**src/rtl/mac_accumulator_pkg.sv**
```systemverilog
// Shared defaults and FSM state type for the multiply-accumulate frame summer.
package mac_accumulator_pkg;

  localparam int DEF_PROD_W = 64;
  localparam int DEF_ACC_W  = 72;
  localparam int DEF_LAT    = 2;
  localparam int DEF_LEN_W  = 8;

  typedef enum logic {
    IDLE,
    ACCUM
  } state_t;

endpackage

```
**src/rtl/mac_accumulator_valid.sv**
```systemverilog
// Issue-strobe delay line matching the multiplier pipeline depth.
module valid_delay #(
  parameter int LAT = 2
) (
  input  logic clk,
  input  logic rst_n,
  input  logic din,
  output logic dout,
  output logic pending
);

  logic [LAT-1:0] sr;

  generate
    for (genvar gi = 0; gi < LAT; gi++) begin : g_stage
      if (gi == 0) begin : g_head
        always_ff @(posedge clk or negedge rst_n) begin
          if (!rst_n) sr[gi] <= 1'b0;
          else        sr[gi] <= din;
        end
      end else begin : g_tail
        always_ff @(posedge clk or negedge rst_n) begin
          if (!rst_n) sr[gi] <= 1'b0;
          else        sr[gi] <= sr[gi-1];
        end
      end
    end
  endgenerate

  assign dout    = sr[LAT-1];
  assign pending = |sr;

endmodule

```
**src/rtl/mac_accumulator.sv**
```systemverilog
// Sums signed multiplier products into frames of a latched length and
// presents each frame sum through a one-entry valid/ready output register.
module mac_accumulator
  import mac_accumulator_pkg::*;
#(
  parameter int PROD_W = DEF_PROD_W,
  parameter int ACC_W  = DEF_ACC_W,
  parameter int LAT    = DEF_LAT,
  parameter int LEN_W  = DEF_LEN_W
) (
  input  logic              clk,
  input  logic              reset,
  input  logic              op_valid,
  output logic              op_ready,
  input  logic [LEN_W-1:0]  len,
  input  logic [PROD_W-1:0] product,
  output logic              out_valid,
  input  logic              out_ready,
  output logic [ACC_W-1:0]  acc_out,
  output logic              busy,
  output logic              overrun
);

  state_t             state;
  logic [ACC_W-1:0]   acc;
  logic [LEN_W-1:0]   cnt;
  logic [LEN_W-1:0]   len_lat;

  logic               issue;
  logic               prod_valid;
  logic               in_flight;
  logic [ACC_W-1:0]   prod_ext;
  logic [ACC_W-1:0]   sum;
  logic [LEN_W-1:0]   frame_len;
  logic [LEN_W-1:0]   cnt_next;
  logic               done;
  logic               load;

  assign issue    = op_valid & op_ready;
  assign op_ready = ~(out_valid & ~out_ready);
  assign busy     = (state == ACCUM) | in_flight;

  valid_delay #(
    .LAT(LAT)
  ) u_valid_delay (
    .clk    (clk),
    .rst_n  (reset),
    .din    (issue),
    .dout   (prod_valid),
    .pending(in_flight)
  );

  always_comb begin
    prod_ext  = {{(ACC_W-PROD_W){product[PROD_W-1]}}, product};
    frame_len = (len == '0) ? LEN_W'(1) : len;
    cnt_next  = cnt + LEN_W'(1);
    sum       = (state == IDLE) ? prod_ext : (acc + prod_ext);
    // A first product with an effective length of 1 closes its frame at once.
    done      = prod_valid & ((state == IDLE) ? (frame_len == LEN_W'(1))
                                              : (cnt_next == len_lat));
    load      = done & op_ready;
  end

  always_ff @(posedge clk or negedge reset) begin
    if (!reset) begin
      state     <= IDLE;
      acc       <= '0;
      cnt       <= '0;
      len_lat   <= '0;
      out_valid <= 1'b0;
      acc_out   <= '0;
      overrun   <= 1'b0;
    end else begin
      if (prod_valid) begin
        acc <= sum;
        if (state == IDLE) begin
          cnt     <= LEN_W'(1);
          len_lat <= frame_len;
        end else begin
          cnt <= cnt_next;
        end
        state <= done ? IDLE : ACCUM;
      end

      if (load) begin
        acc_out   <= sum;
        out_valid <= 1'b1;
      end else if (out_valid & out_ready) begin
        out_valid <= 1'b0;
      end

      // Output register still held: the fresh sum is dropped and remembered.
      if (done & ~op_ready) overrun <= 1'b1;
    end
  end

endmodule

```
**config.mk**
```make
export PLATFORM = sky130hd
export DESIGN_NAME = mac_accumulator
export DESIGN_NICKNAME = d
export VERILOG_FILES = /design/src/rtl/mac_accumulator_pkg.sv /design/src/rtl/mac_accumulator_valid.sv /design/src/rtl/mac_accumulator.sv
export SDC_FILE = /design/constraint.sdc
export NUM_CORES = 1
export LEC_CHECK = 0
export CAP_MARGIN = 10
export CORE_MARGIN = 5
export CORE_UTILIZATION = 25
export CTS_CLUSTER_SIZE = 8
export DETAILED_ROUTE_END_ITERATION = 12
export SYNTH_ARGS = -nofsm -noshare
export SYNTH_HDL_FRONTEND = slang
export SYNTH_SLANG_ARGS = --single-unit
```
**constraint.sdc**
```tcl
create_clock -name clk -period 3.6 [get_ports clk]
set_clock_uncertainty 0.05 [all_clocks]
set_input_delay 0.54 -clock clk [delete_from_list [all_inputs] [get_ports clk]]
set_output_delay 0.54 -clock clk [all_outputs]
set_load 0.01 [all_outputs]
```
==> results.sh <==
export IMPL_place_area_sq_mm=0.01519
export IMPL_fin_crit_ns=3.472
export IMPL_wirelength_um=38690
export IMPL_rsz0062_at_grt="yes"
export IMPL_gp_congestion=0.8633
export IMPL_worstSetupStartpointType="input port"
export IMPL_peakVddDrop_mv=0.3823
export IMPL_synth_edff_count=0
export IMPL_syn_instance_count=1378
export IMPL_ys_seq_area_frac=0.3581
export IMPL_power_mw=14.82
export IMPL_port_buffers=151
export IMPL_rr_startpoint="acc[0]"
export IMPL_clkTransAtPathRegs_ns=0.06
export IMPL_hpwl_um=29820
export IMPL_post_route_util=0.3543
export IMPL_pre_cts_ws_ns=-0.8160
export IMPL_clockRootBuffer="clkbuf_16"
export IMPL_critPathArrivalTime_ns=3.76
export IMPL_initial_core_util=0.2535
export IMPL_powerDensity_mw_per_mm2=919.7
export IMPL_ys_flop_type="dfrtp_1"
export IMPL_path_cells="clkdlybuf4s50_1 > ha_4 > nor2_1 > a2111oi_4 > o21ai_2 > o211ai_2 > a22oi_2 > a211oi_2 > buf_4 > nor2_1 > o41ai_2 > buf_4 > buf_4 > mux2i_2 > nand2_1"
export IMPL_crit_path_frequent_cell="buf_4"
export IMPL_netlist_top_cells_area="dfrtp_1 36%, ha_1 7.8%, a21oi_1 7.6%"
export IMPL_fp_dieArea_sq_mm=0.05051
export IMPL_synth_top_area_share=0.3581
export IMPL_dr_pass1_iters=5
export IMPL_insertion_delay_ns=0.46
export IMPL_drive_gt1_frac=0.1925
export IMPL_cts_buffers=17
export IMPL_syn_avg_cell_area_sq_um=8.367
export IMPL_drv_slew=0
export IMPL_end_kind="flop"
export IMPL_setup_viol=0
export IMPL_yosys_register_bits=165
export IMPL_p_leak_nw=7.213
export IMPL_wl_per_cell_um=16.81
export IMPL_worst_ep_required_time_ns=3.89
export IMPL_fmax_mhz=288.0
export IMPL_numClockSinks=165
export IMPL_drtIter0Drc=678
export IMPL_syn_cell_area_sq_mm=0.01153
export IMPL_grt_pass1_vias=11480
export IMPL_yosysTopAreaCell="dfrtp_1"
export IMPL_layout_setup_ws_ns=0.1279
export IMPL_hold_viol=0
export IMPL_cts_tree="done"
export IMPL_tightest_slew_ns=0.8335
export IMPL_slew_headroom=0.4443
export IMPL_async_reset_ff_frac=1.000
export IMPL_core_area_sq_mm=0.04548
export IMPL_drc=0
export IMPL_reg2reg_setup_slack_ns=0.13
export IMPL_die_x_um=224.8
export IMPL_dieHeight_um=224.8
export IMPL_yosysUniqueCellTypes=68
export IMPL_reg2reg_depth=14
export IMPL_worstSetupPathType="input port to flop"
export IMPL_final_cell_mix="217 x buf_4, 164 x a21oi_1, 163 x dfrtp_1"
export IMPL_rows=78
export IMPL_worst_path_max_fanout=4
export IMPL_synth_nets=1527
export IMPL_grt_pass1_wl_um=61890
export IMPL_slowest_delay_ns=0.52
export IMPL_finalCritPeriodShare=0.9645
export IMPL_grt_max_degree=166
export IMPL_cp_slowest_cell="clkdlybuf4s50_1"
export IMPL_antenna_found_initial=6
export IMPL_cap_violations=0
export IMPL_holdCritPathClass="input port to asynchronous set/reset pin"
export IMPL_grt_util_all_layers=0.1519
export IMPL_rr_endpoint="acc[66]"
export IMPL_area_delta_synth_final_pct=39.75
export IMPL_grt_overflow=0
export IMPL_via_per_inst=4.856
export IMPL_ant_nets=0
export IMPL_htree_num_levels=4
export IMPL_fin_nets=1836
export IMPL_final_common_cell="buf_4"
export IMPL_design_area_sq_mm=0.01611
export IMPL_yosys_warnings=0
export IMPL_vias=11180
export IMPL_ioPinCount=152
export IMPL_clockBufferDepth=2
export IMPL_outcome="completed"
[sequential cells by signal, summed over array words and instances, names as in the netlist]
| signal | count |
|---|---|
| state | 1 |
| u_valid_delay.sr | 1 |
| cnt | 8 |
| u_valid_delay.dout | 1 |
| acc_out | 72 |
| acc | 72 |
| len_lat | 8 |
| overrun | 1 |
| out_valid | 1 |
[where the power goes]
group | total, mW | internal (mW) | switching (mW)
Combinational | 9.51 | 4.68 | 4.83
Clock | 1.98 | 1.16 | 0.824
Sequential | 3.33 | 2.73 | 0.592
[critical path, delay by kind of cell]
kind / cells / cell delay (ns)
adder cells (fa/ha/maj): 1 / 0.36
multiplexers: 1 / 0.20
AO/OA/AOI/OAI: 6 / 1.50
AND/OR/NAND/NOR: 3 / 0.19
buffers and inverters: 4 / 0.95
[cells in the mapped netlist, drive strengths merged (24+ instances only)]
| master | number |
|---|---|
| xnor2 | 45 |
| mux2i | 58 |
| nand2 | 149 |
| clkbuf | 77 |
| ha | 72 |
| a21o | 24 |
| inv | 33 |
| nor2 | 131 |
| o21ai | 122 |
| nand4 | 30 |
| nand3 | 29 |
| dfrtp | 165 |
| a21oi | 174 |
[worst max-delay path by stage]
stage                     startpoint     endpoint  slack [ns]  cells past startpoint
after floorplan           product[0]      acc[66]        0.14                     13
after detailed placement  product[0]      acc[66]       -0.82                     15
final                     product[2]  acc_out[61]        0.13                     15
after global placement    product[0]      acc[66]       -0.74                     15
after CTS                 product[1]  acc_out[61]       -0.03                     16
after global routing          acc[0]      acc[66]       -0.02                     14
[through the flow]
| stage | hold WS [ns] | cells | setup TNS [ns] |
|---|---|---|---|
| global route | 0.06571 | 2302 | -0.03151 |
| CTS | 0.04234 | 2297 | -0.03426 |
| finish | 0.01946 | 2302 | 0 |
| detailed placement | 0.3143 | 2266 | -36.68 |
| floorplan | 0.1944 | 1378 | 0 |
| global placement | 0.3117 | 2266 | -33.02 |
[kinds of logic after synthesis]
kind of cell	count (synthesis)	share of synthesized area
xor+xnor	67	0.05090
flops	165	0.3581
mux	74	0.06598
simple gates	450	0.1817
compound gates	434	0.2258
fa+ha+maj	73	0.07987
buf+inv	115	0.03766
[cell type report]
class | instances | area (sq um)
timing repair buffer | 372 | 3231
inverter | 33 | 123.9
multi-input combinational | 1098 | 7251
sequential | 165 | 4136
clock inverter | 12 | 180.2
antenna | 3 | 7.507
fill | 4691 | 29370
tap | 600 | 750.7
clock buffer | 19 | 432.9
[metal layers]
metal,track usage,share of wire,up-vias
met4,0.03987,0.017,6
met2,0.2511,0.47,198
met3,0.03576,0.044,40
met1,0.2006,0.47,5356
li1,-,-,5578
met5,0,0.0010,-
[what timing repair did]
item                       CTS  global route
setup endpoints to repair   35            27
hold buffers                 0             0
setup buffers                0             2
pin swaps                   11            27
resized for setup           16            40
Power figures use the tool's default switching activity.
